[src/rtl/kmul_pkg.sv]
// rtl/kmul_pkg.sv - shared types and constants for the multiplier arbiter
//
// Purpose : FSM state encoding, default abort timeout and an index-width
//           helper shared by kmul_arbiter and rr_pick.
// Ports   : none (package).

package kmul_pkg;

  typedef enum logic [1:0] {
    ST_IDLE  = 2'd0,
    ST_ISSUE = 2'd1,
    ST_WAIT  = 2'd2,
    ST_RESP  = 2'd3
  } kmul_arb_state_t;

  // Cycles a transaction may sit in WAIT before it is aborted.
  localparam int KMUL_TIMEOUT_DEFAULT = 64;

  // Width needed to hold an index in 0..n-1; never narrower than one bit
  // so single-requester builds still get a legal vector.
  function automatic int kmul_idx_w(input int n);
    return (n > 1) ? $clog2(n) : 1;
  endfunction

endpackage

[src/rtl/rr_pick.sv]
// rtl/rr_pick.sv - round-robin winner selection for kmul_arbiter
//
// Purpose : pick the first set request bit scanning upward from last+1,
//           wrapping modulo NREQ, so the previous owner has lowest priority.
// Ports   : req     in  NREQ  request vector
//           last    in  IW    index of the previous owner
//           win_oh  out NREQ  one-hot winner (all zero when no request)
//           win_idx out IW    binary index of the winner
//           win_any out 1     at least one request present

module rr_pick import kmul_pkg::*; #(
  parameter int NREQ = 4,
  parameter int IW   = kmul_idx_w(NREQ)
) (
  input  logic [NREQ-1:0] req,
  input  logic [IW-1:0]   last,
  output logic [NREQ-1:0] win_oh,
  output logic [IW-1:0]   win_idx,
  output logic            win_any
);

  // Offsets 1..NREQ visit every requester exactly once, ending on last
  // itself, so a lone requester is still chosen when it owned the last slot.
  always_comb begin
    win_oh  = '0;
    win_idx = '0;
    win_any = 1'b0;
    for (int k = 1; k <= NREQ; k++) begin
      if (!win_any && req[(int'(last) + k) % NREQ]) begin
        win_any = 1'b1;
        win_idx = IW'((int'(last) + k) % NREQ);
        win_oh[(int'(last) + k) % NREQ] = 1'b1;
      end
    end
  end

endmodule

[src/rtl/kmul_arbiter.sv]
// rtl/kmul_arbiter.sv - round-robin arbiter sharing one external multiplier
//
// Purpose : grants one requester at a time access to an external W x W
//           multiplier, forwards the product (or a timeout abort) back to
//           the owner, then rotates priority.
// Ports   : clk, rst             clock, synchronous active-high reset
//           req[NREQ]            request levels, held until gnt
//           req_a/req_b          flattened NREQ x W operands (requester i at i*W)
//           gnt[NREQ]            one-cycle accept pulse, operands captured
//           rsp_valid[NREQ]      one-cycle result pulse to owner
//           rsp_p[2W], rsp_err   shared result bus and abort flag, held
//           mul_start            one-cycle start pulse to multiplier
//           mul_a/mul_b[W]       multiplier operands
//           mul_p[2W], mul_valid multiplier product and completion pulse
//           busy                 transaction in progress

module kmul_arbiter import kmul_pkg::*; #(
  parameter int NREQ    = 4,
  parameter int W       = 32,
  parameter int TIMEOUT = KMUL_TIMEOUT_DEFAULT
) (
  input  logic              clk,
  input  logic              rst,
  input  logic [NREQ-1:0]   req,
  input  logic [NREQ*W-1:0] req_a,
  input  logic [NREQ*W-1:0] req_b,
  output logic [NREQ-1:0]   gnt,
  output logic [NREQ-1:0]   rsp_valid,
  output logic [2*W-1:0]    rsp_p,
  output logic              rsp_err,
  output logic              mul_start,
  output logic [W-1:0]      mul_a,
  output logic [W-1:0]      mul_b,
  input  logic [2*W-1:0]    mul_p,
  input  logic              mul_valid,
  output logic              busy
);

  localparam int IW = kmul_idx_w(NREQ);
  localparam int CW = kmul_idx_w(TIMEOUT);

  kmul_arb_state_t state;
  logic [IW-1:0]   last_owner;
  logic [IW-1:0]   owner;
  logic [CW-1:0]   wait_cnt;

  logic [NREQ-1:0] win_oh;
  logic [IW-1:0]   win_idx;
  logic            win_any;
  logic [W-1:0]    sel_a;
  logic [W-1:0]    sel_b;

  rr_pick #(
    .NREQ (NREQ),
    .IW   (IW)
  ) u_rr_pick (
    .req     (req),
    .last    (last_owner),
    .win_oh  (win_oh),
    .win_idx (win_idx),
    .win_any (win_any)
  );

  assign sel_a = req_a[int'(win_idx)*W +: W];
  assign sel_b = req_b[int'(win_idx)*W +: W];

  always_ff @(posedge clk) begin
    if (rst) begin
      // last_owner = NREQ-1 makes requester 0 the first to be served.
      state      <= ST_IDLE;
      last_owner <= IW'(NREQ - 1);
      owner      <= '0;
      wait_cnt   <= '0;
      gnt        <= '0;
      rsp_valid  <= '0;
      rsp_p      <= '0;
      rsp_err    <= 1'b0;
      mul_start  <= 1'b0;
      mul_a      <= '0;
      mul_b      <= '0;
      busy       <= 1'b0;
    end else begin
      // Pulse outputs default low; rsp_p/rsp_err/mul_a/mul_b hold.
      gnt       <= '0;
      rsp_valid <= '0;
      mul_start <= 1'b0;

      case (state)
        ST_IDLE: begin
          if (win_any) begin
            gnt   <= win_oh;
            owner <= win_idx;
            mul_a <= sel_a;
            mul_b <= sel_b;
            busy  <= 1'b1;
            state <= ST_ISSUE;
          end
        end

        ST_ISSUE: begin
          mul_start <= 1'b1;
          wait_cnt  <= '0;
          state     <= ST_WAIT;
        end

        ST_WAIT: begin
          // A product arriving on the last allowed cycle beats the abort.
          if (mul_valid) begin
            rsp_p     <= mul_p;
            rsp_err   <= 1'b0;
            rsp_valid <= NREQ'(1) << owner;
            state     <= ST_RESP;
          end else if (wait_cnt == CW'(TIMEOUT - 1)) begin
            rsp_p     <= '0;
            rsp_err   <= 1'b1;
            rsp_valid <= NREQ'(1) << owner;
            state     <= ST_RESP;
          end else begin
            wait_cnt <= wait_cnt + CW'(1);
          end
        end

        ST_RESP: begin
          // Priority rotates only once the owner has seen its response.
          last_owner <= owner;
          busy       <= 1'b0;
          state      <= ST_IDLE;
        end

        default: begin
          busy  <= 1'b0;
          state <= ST_IDLE;
        end
      endcase
    end
  end

endmodule

[config.mk]
export PLATFORM = sky130hd
export DESIGN_NAME = kmul_arbiter
export DESIGN_NICKNAME = d
export VERILOG_FILES = /design/src/rtl/kmul_pkg.sv /design/src/rtl/rr_pick.sv /design/src/rtl/kmul_arbiter.sv
export SDC_FILE = /design/constraint.sdc
export NUM_CORES = 1
export LEC_CHECK = 0
export ABC_AREA = 1
export CORE_AREA = 2 2 180 182
export CTS_CLUSTER_SIZE = 24
export DETAILED_ROUTE_END_ITERATION = 10
export DIE_AREA = 0 0 182 184
export GPL_TIMING_DRIVEN = 0
export PLACE_DENSITY = 0.7
export SYNTH_ARGS = -nofsm -noshare
export SYNTH_HDL_FRONTEND = slang
export SYNTH_SLANG_ARGS = --single-unit
[constraint.sdc]
create_clock -name clk -period 4.7 [get_ports clk]
set_input_delay 1.41 -clock clk [delete_from_list [all_inputs] [get_ports clk]]
set_output_delay 1.41 -clock clk [all_outputs]
set_load 0.05 [all_outputs]
==> out/metrics.csv, run 1 <==
metric,value,unit
status,finished clean,
Synth area leader,dfxtp_1,
core area,0.03139,mm2
count of final hold-check violations,0,
PortBufs,465,
Routed Antenna Nets,0,
Nets,2188,
min Tclk post-route,3509,ps
post-cts gate resize count,0,
crit path capture type,register,
clk root buf,clkbuf_16,
"IR drop worst, VDD",0.0003669,V
H-Tree Depth,4,
Final GP Congestion,0.9150,
DRC viols,0,
actual slew at the worst max-slew pin,725.5,ps
CTS tree,built,
"top cells by area, synth","dfxtp_1 (34%), nand2_1 (17%), nand3_1 (9.8%)",
Synth top area share,0.3412,
Max-Cap Viols,0,
"Hold-fix buffers, CTS",0,
"Core Util, Final",0.4655,
Max Transition Viols Final,0,
Post-CTS Setup Inserts,0,
DR vias,10280,
fmax,0.2850,GHz
Synth Flop Type,dfxtp_1,
#FFs+latches synth,151,
Arrival @ worst endpoint,3870,ps
unrepaired setup endpoints after global routing,false,
"EDFF count, synth",0,
leak pwr,6.717,nW
sequential area share after synthesis,0.3412,
Pwr Density,600.7,mW/mm2
GRT Total Usage,0.2117,
via count of the first global-routing pass,10110,
Critical Path Fanout Max,10,
number of setup violations in the final report,0,
Die Height,184,um
initial antenna violation count,1,
detailed placement HPWL,29.71,mm
Die Footprint,0.03349,mm2
# rows,65,
Worst setup SP type,primary input,
layout cells sized above 1,0.07903,
Wirelength per Cell,16.23,um
Setup Skew,15.40,ps
Num CTS Buffers,17,
Vias/cell,4.543,
Clock Tree Buf Depth,2,
final worst setup slack,1191,ps
Iteration-0 DRC Markers,398,
Synth Instances,1363,
Worst-Skew Late Latency,420,ps
Area Overhead vs Synth,64.95,%
"Cell Area, Synth",0.008860,mm2
Starting Density,0.2822,
setup TNS,0,ps
syn nets,1704,
GR Overflow Total,0,
mean post-synth cell area,6.500,um2
CTS sink cnt,151,
Final period util,0.7467,
router iterations before antenna repair,5,
fillers,3153,
die width,182,um
Setup CP Type,primary input to register,
"CTS clk-pin slew, worst paths",70,ps
WP data required,5060,ps
Worst Hold Class,register to register,
pre-CTS setup slack,731.0,ps
Synth Warn #,0,
ys async rst share,0,
relative slew slack,0.5163,
io pins,466,
"Distinct cells, synth",45,
first-pass GRT wire length,54.97,mm
Routed WL,36.72,mm
pin count of the biggest net entering global routing,17,
stage by stage:
stage	power [mW]	area (um2)	instances	hold slack (ps)
CTS	8.873	14610	2262	461.9
detailed placement	7.429	14020	2230	451.4
global placement	7.385	14020	2230	448.7
global route	9.425	14610	2263	481.2
finish	8.778	14610	2263	463.6
floorplan	5.563	8860	1363	426.3
synth_stat cells (2+ instances only):
cell type,count
o21ai_0,10
ha_1,14
nand3_1,173
o21ai_1,3
buf_4,21
a221oi_1,2
buf_1,3
a22oi_1,41
buf_6,6
nand2_1,405
nor4_1,2
o211ai_1,13
clkbuf_1,29
nor3_1,2
nand2_8,2
inv_4,2
buf_2,23
inv_1,186
nor3b_2,20
nor3b_1,7
nand2_4,4
or2_1,7
nor2_8,2
dfxtp_1,151
nand3_4,2
nor2_1,155
o221ai_1,2
nand3_2,4
nand2_2,16
a21oi_1,37
or2_2,5
power breakdown:
part	internal [mW]	switching (mW)
Sequential	1.60	0.167
Clock	0.769	0.638
Combinational	1.96	3.64
Total	4.33	4.45
layout by cell type (no fill, tap or decap), drive strengths merged, types with 7 or more instances in the layout:
master,synthesis,routed
clkinv,2,7
o21ai,13,13
nor2,159,159
clkbuf,29,47
ha,14,14
clkdlybuf4s50,0,465
nand2,427,427
o211ai,13,13
a22oi,41,41
dfxtp,151,151
or2,12,12
buf,54,54
inv,190,197
a21oi,37,37
nor3b,27,27
nand3,179,179
worst paths after layout:
kind / from / end / slack, ps / depth (start not counted)
setup reg to reg: last_owner[1]$_SDFFE_PP1P_ / mul_a[10]$_SDFFE_PP0P_ / 1700 / 14
hold reg to reg: rsp_p[4]$_SDFFE_PP0P_ / rsp_p[4]$_SDFFE_PP0P_ / 460 / 2
setup / recovery: req[2] / mul_a[10]$_SDFFE_PP0P_ / 1190 / 14
hold / removal: rsp_p[4]$_SDFFE_PP0P_ / rsp_p[4]$_SDFFE_PP0P_ / 460 / 2
worst max-delay path, cell delays in order:
cell	delay [ps]
clkdlybuf4s50_1	550
inv_1	60
nand2_1	90
nand3_2	120
nand2_4	160
nor2_8	70
nand3_4	100
nand2_4	160
inv_4	210
nand2_2	90
nor2_2	330
buf_4	250
o211ai_1	150
nand2_1	90
area by class of cell:
| class | instances | area [um2] | area share |
|---|---|---|---|
| Timing Repair Buffer | 465 | 4654 | 0.3185 |
| Multi-Input combinational cell | 936 | 4604 | 0.3151 |
| Sequential cell | 151 | 3023 | 0.2068 |
| Inverter | 193 | 752.0 | 0.05146 |
| Tap cell | 402 | 503.0 | 0.03442 |
| Buffer | 83 | 480.5 | 0.03288 |
| Clock buffer | 18 | 439.2 | 0.03005 |
| Clock inverter | 14 | 155.1 | 0.01062 |
| Antenna cell | 1 | 2.502 | 0.0001712 |
per-layer routing:
layer,share of wire,vias up,GRT usage
met5,0,-,0
met3,0.068,70,0.04893
met1,0.41,4570,0.2353
li1,-,5222,-
met4,0.039,0,0.09387
met2,0.49,419,0.3849
logic make-up (layout without fill, tap and decap cells):
logic type / count (synthesis) / count (layout) / share of synthesized area
DFF: 151 / 151 / 0.3412
and+or+nand+nor: 809 / 809 / 0.4168
adders and majority gates: 14 / 14 / 0.01977
AOI/OAI and AO/OA: 113 / 113 / 0.08318
buffers and inverters: 276 / 773 / 0.1391
other: 0 / 1 / 0
registers in the layout (all words and copies together) (netlist names):
register / count
state: 2
mul_b: 32
mul_a: 32
rsp_valid: 4
mul_start: 1
busy: 1
gnt: 4
last_owner: 2
rsp_p: 64
rsp_err: 1
owner: 2
wait_cnt: 6
(Power assumes the default switching activity.)
==> run 2: changes to the inputs <==
--- a/config.mk
+++ b/config.mk
@@ -6,12 +6,12 @@
 export NUM_CORES = 1
 export LEC_CHECK = 0
 export ABC_AREA = 1
-export CORE_AREA = 2 2 180 182
+export CORE_AREA = 2 2 181 183
 export CTS_CLUSTER_SIZE = 24
 export DETAILED_ROUTE_END_ITERATION = 10
-export DIE_AREA = 0 0 182 184
+export DIE_AREA = 0 0 183 185
 export GPL_TIMING_DRIVEN = 0
-export PLACE_DENSITY = 0.7
+export PLACE_DENSITY = 0.69
 export SYNTH_ARGS = -nofsm -noshare
 export SYNTH_HDL_FRONTEND = slang
 export SYNTH_SLANG_ARGS = --single-unit
==> constraint.sdc (replaced) <==
create_clock -name clk -period 3.6 [get_ports clk]
set_input_delay 1.08 -clock clk [delete_from_list [all_inputs] [get_ports clk]]
set_output_delay 1.08 -clock clk [all_outputs]
set_load 0.05 [all_outputs]
==> out/metrics.csv, run 2 (same netlist as run 1, synthesis figures left out) <==
metric,value,unit,change
Nets,2188,,unchanged
# rows,66,,+1.5%
crit path capture type,register,,
power share of the clock group,0.162,,+0.002
clk root buf,clkbuf_16,,
Vias/cell,4.546,,about the same
CTS sink cnt,151,,unchanged
detailed placement HPWL,29.95,mm,+0.79%
count of final hold-check violations,0,,unchanged
Final GP Congestion,0.9159,,about the same
relative slew slack,0.5475,,+0.03113
Seq pwr share,0.204,,+0.003
Worst setup SP type,primary input,,
hold_ws,461.9,ps,-1.690 ps
Top Registers,"rsp_p: 64 flops, mul_a: 32 flops, mul_b: 32 flops",,
GRT Total Usage,0.2121,,+0.0004133
multi-input logic area,0.004604,mm2,unchanged
Routed Antenna Nets,0,,unchanged
number of setup violations in the final report,0,,unchanged
Worst Hold Class,register to register,,
PortBufs,465,,unchanged
max reg flops,64,,unchanged
setup TNS,0,ps,unchanged
initial antenna violation count,0,,-1
Iteration-0 DRC Markers,500,,+26%
Max Transition Viols Final,0,,unchanged
Area Overhead vs Synth,65.15,%,
Final period util,0.8463,,
Arrival @ worst endpoint,3380,ps,-490 ps
Pwr Density,786.6,mW/mm2,+31%
diodes inserted,0,,-1
Setup CP Type,primary input to register,,
Post-CTS Setup Inserts,0,,unchanged
first-pass GRT wire length,55.46,mm,+0.90%
Num CTS Buffers,17,,unchanged
fillers,3212,,+1.9%
Die Footprint,0.03386,mm2,+1.1%
layout cells sized above 1,0.07849,,-0.0005376
WP data required,3930,ps,-1130 ps
"most common cell after layout, fill and taps aside",clkdlybuf4s50_1,,
Pint,5.741,mW,+33%
worst path cell trace,"clkdlybuf4s50_1, inv_1, nand2_1, nand3_2, nand2_4, nor2_8, nand3_4, nand2_4, inv_4, buf_1, nand3_1, nand2_1, inv_1",,
Routed WL,37.08,mm,+0.98%
Placed Cells,2236,,+0.27%
H-Tree Depth,4,,unchanged
Critical Path Fanout Max,10,,unchanged
unrepaired setup endpoints after global routing,false,,
"IR drop worst, VDD",0.0004682,V,+28%
status,finished clean,,
Die Height,185,um,+0.54%
die width,183,um,+0.55%
actual slew at the worst max-slew pin,678.8,ps,-46.70 ps
CP top delay family,buffers and inverters,,
router iterations before antenna repair,5,,unchanged
Sw Pwr,5.768,mW,+30%
post-cts gate resize count,0,,unchanged
io pins,466,,unchanged
crit-path max cell delay,550,ps,about the same
fmax,0.3282,GHz,
DRC viols,0,,unchanged
Worst Path Buf+Inv,5,,+1
CTS tree,built,,
Setup Skew,11.97,ps,-3.432 ps
Worst-Skew Late Latency,440,ps,+20 ps
slowest CP cell,clkdlybuf4s50_1,,
Wirelength per Cell,16.35,um,+0.76%
DR vias,10310,,+0.29%
core area,0.03204,mm2,+2.1%
Sw Ratio,0.5012,,-0.005569
Clock Tree Buf Depth,2,,unchanged
register area,0.003023,mm2,unchanged
Max-Cap Viols,0,,unchanged
via count of the first global-routing pass,10190,,+0.79%
min Tclk post-route,3047,ps,
Final Non-Filler Cells,2268,,+0.22%
pin count of the biggest net entering global routing,17,,unchanged
Comb pwr share,0.634,,-0.004
leak pwr,6.719,nW,about the same
most frequent cells in the layout,"clkdlybuf4s50_1 (465), nand2_1 (405), inv_1 (186), nand3_1 (173), nor2_1 (155)",,
GR Overflow Total,0,,unchanged
"CTS clk-pin slew, worst paths",70,ps,about the same
Starting Density,0.2765,,-0.005709
"Hold-fix buffers, CTS",0,,unchanged
Top reg by flops,rsp_p,,
[run 2: tightest hold or removal path, stage by stage, from the launching register on]
cell     delay [ps]
dfxtp_1         310
nand2_1          60
a21oi_1          50
[run 2: power groups by stage]
| stage | sequential, mW | combinational [mW] | clock, mW |
|---|---|---|---|
| final | 2.34 | 7.30 | 1.87 |
| after detailed placement | 2.38 | 7.32 | 0 |
| after global routing | 2.39 | 7.95 | 1.99 |
| after global placement | 2.36 | 7.29 | 0 |
| after CTS | 2.35 | 7.35 | 1.92 |
| after floorplan | 3.60 | 3.66 | 0 |
[run 2: area by class of cell]
type	count	share of cell area
plain buffers	83	0.03284
clock buffers	21	0.03215
clock inverters	11	0.009321
inverters	193	0.05139
multi-input cells	936	0.3147
flip-flops and latches	151	0.2066
well taps	408	0.03489
repair buffers	465	0.3181
[run 2: through the flow]
step	setup slack (ps)	area, um2	utilization	total power, mW
6_report	553.3	14630	0.4567	11.51
5_1_grt	395.3	14630	0.4567	12.32
4_1_cts	507.8	14630	0.4567	11.61
3_5_place_dp	40.57	14020	0.4377	9.700
3_3_place_gp	67.22	14020	0.4377	9.655
2_1_floorplan	1178	8860	-	7.263
[run 2: final timing paths]
path / startpoint / end / slack, ps / cells after the start
worst max-delay path: req[2] / mul_b[23]$_SDFFE_PP0P_ / 550 / 13
worst min register to register: rsp_p[57]$_SDFFE_PP0P_ / rsp_p[57]$_SDFFE_PP0P_ / 460 / 2
worst max register to register: last_owner[1]$_SDFFE_PP1P_ / mul_b[23]$_SDFFE_PP0P_ / 710 / 13
worst min-delay path: rsp_p[57]$_SDFFE_PP0P_ / rsp_p[57]$_SDFFE_PP0P_ / 460 / 2
[run 2: metal layers]
metal	GRT usage	wire length, um	part of all wire
met5	0	0	0
met4	0.06912	959	0.026
met3	0.05348	2821	0.076
met2	0.3989	18750	0.51
met1	0.2318	14560	0.39
==> run 3: changes to the inputs <==
==> constraint.sdc (replaced) <==
create_clock -name clk -period 3.1 [get_ports clk]
set_input_delay 0.93 -clock clk [delete_from_list [all_inputs] [get_ports clk]]
set_output_delay 0.93 -clock clk [all_outputs]
set_load 0.05 [all_outputs]
==> out/metrics.csv, run 3 (same netlist as run 1, synthesis figures left out) <==
metric,value,unit,change
status,finished clean,,
router iterations before antenna repair,5,,unchanged
Pwr Density,913.6,mW/mm2,+16%
leak pwr,6.725,nW,about the same
Top Registers,"rsp_p: 64 flops, mul_a: 32 flops, mul_b: 32 flops",,
Wirelength per Cell,16.36,um,about the same
die width,183,um,unchanged
first-pass GRT wire length,55.46,mm,unchanged
max reg flops,64,,unchanged
RR Startpoint,last_owner[1]$_SDFFE_PP1P_,,
layout cells sized above 1,0.07957,,+0.001075
initial antenna violation count,0,,unchanged
via count of the first global-routing pass,10190,,unchanged
CTS tree,built,,
reg2reg end,mul_b[13]$_SDFFE_PP0P_,,
Final period util,0.9179,,
Num CTS Buffers,17,,unchanged
Die Footprint,0.03386,mm2,unchanged
Max Transition Viols Final,0,,unchanged
Worst-Skew Late Latency,440,ps,about the same
unrepaired setup endpoints after global routing,false,,
Top reg by flops,rsp_p,,
number of setup violations in the final report,0,,unchanged
DR vias,10320,,+0.039%
Vias/cell,4.548,,about the same
"Hold-fix buffers, CTS",0,,unchanged
count of final hold-check violations,0,,unchanged
Worst setup SP type,primary input,,
core area,0.03204,mm2,unchanged
"IR drop worst, VDD",0.0005434,V,+16%
"most common cell after layout, fill and taps aside",clkdlybuf4s50_1,,
# rows,66,,unchanged
Area Overhead vs Synth,65.17,%,about the same
Max-Cap Viols,0,,unchanged
Clock Tree Buf Depth,2,,unchanged
Worst Hold Class,register to register,,
Iteration-0 DRC Markers,502,,+0.40%
DRC viols,0,,unchanged
Routed WL,37.09,mm,about the same
Power Total,13.37,mW,+16%
Die Height,185,um,unchanged
most frequent cells in the layout,"clkdlybuf4s50_1 (465), nand2_1 (405), inv_1 (186), nand3_1 (173), nor2_1 (155)",,
H-Tree Depth,4,,unchanged
io pins,466,,unchanged
Final GP Congestion,0.9159,,unchanged
Nets,2188,,unchanged
GRT Total Usage,0.2121,,unchanged
hold path startpoint,rsp_p[57]$_SDFFE_PP0P_,,
GR Overflow Total,0,,unchanged
min Tclk post-route,2846,ps,
diodes inserted,0,,unchanged
reg2reg setup slack,260,ps,-450 ps
pre-CTS setup slack,-309.4,ps,-350.0 ps
pin count of the biggest net entering global routing,17,,unchanged
FF-to-FF path depth,13,,unchanged
fmax,0.3514,GHz,
clk root buf,clkbuf_16,,
hold path endpoint,rsp_p[57]$_SDFFE_PP0P_,,
detailed placement HPWL,29.95,mm,unchanged
crit path capture type,register,,
Routed Antenna Nets,0,,unchanged
relative slew slack,0.5475,,unchanged
"CTS clk-pin slew, worst paths",60,ps,about the same
CTS sink cnt,151,,unchanged
Critical Path Fanout Max,10,,unchanged
Arrival @ worst endpoint,3180,ps,-200 ps
WP data required,3430,ps,-500 ps
Starting Density,0.2765,,unchanged
"Core Util, Final",0.4567,,about the same
actual slew at the worst max-slew pin,678.8,ps,unchanged
PortBufs,465,,unchanged
final worst setup slack,254.5,ps,-298.9 ps
hold depth,2,,unchanged
Setup Skew,11.97,ps,-0.0001000 ps
Setup CP Type,primary input to register,,
==> run 3: cell count changes in the layout (fill, tap and decap cells not counted), sizes merged <==
cell	before	now
buf	54	53
clkbuf	50	51
==> run 3: power by group <==
part	internal, mW	total, mW	leakage, nW	switching, mW
Clock	1.26	2.17	0.291	0.907
Sequential	2.43	2.72	1.24	0.292
Combinational	2.98	8.48	5.20	5.50
==> run 3: area by class of cell <==
type                            count  area, um2
Fill cell                        3211      17410
Timing Repair Buffer              465       4654
Multi-Input combinational cell    936       4604
Sequential cell                   151       3023
Inverter                          193      752.0
Tap cell                          408      510.5
Buffer                             83      483.0
Clock buffer                       21      470.5
Clock inverter                     11      136.4
==> run 3: repair_timing <==
item	in CTS	in global routing
buffers inserted	0	0
hold endpoints to repair	0	0
resized for setup	0	3
endpoints found under the setup margin	0	4
==> run 3: through the flow <==
stage	TNS [ps]	cell area [um2]	hold slack, ps	cells
after floorplan	0	8860	426.3	1363
after CTS	0	14630	463.3	2268
after detailed placement	-5829	14020	454.7	2236
after global routing	0	14630	484.1	2268
after global placement	-5253	14020	448.1	2236
final	0	14630	461.9	2268
==> run 3: worst max-delay path, stage by stage <==
cell and delay [ps]:
clkdlybuf4s50_1 550, inv_1 60, nand2_1 80, nand3_2 110, nand2_4 160, nor2_8 70, nand3_4 100, nand2_4 140
inv_4 180, buf_1 410, nand3_1 230, nand2_1 110, inv_1 40
==> run 3: metal layers <==
metal	part of all wire	global-route usage	up-vias
met4	0.026	0.06912	0
li1	-	-	5214
met1	0.39	0.2318	4650
met5	0	0	-
met2	0.51	0.3989	402
met3	0.076	0.05348	49
==> run 3: how the worst max path moves through the flow <==
| stage | slack [ps] | to | from |
|---|---|---|---|
| final | 250 | mul_b[13]$_SDFFE_PP0P_ | req[2] |
| after floorplan | 770 | mul_a[14]$_SDFFE_PP0P_ | last_owner[1]$_SDFFE_PP1P_ |
| after global placement | -280 | mul_b[23]$_SDFFE_PP0P_ | req[2] |
| after detailed placement | -310 | mul_b[23]$_SDFFE_PP0P_ | req[2] |
| after global routing | 30 | mul_b[13]$_SDFFE_PP0P_ | last_owner[1]$_SDFFE_PP1P_ |
| after CTS | 130 | mul_b[23]$_SDFFE_PP0P_ | last_owner[1]$_SDFFE_PP1P_ |
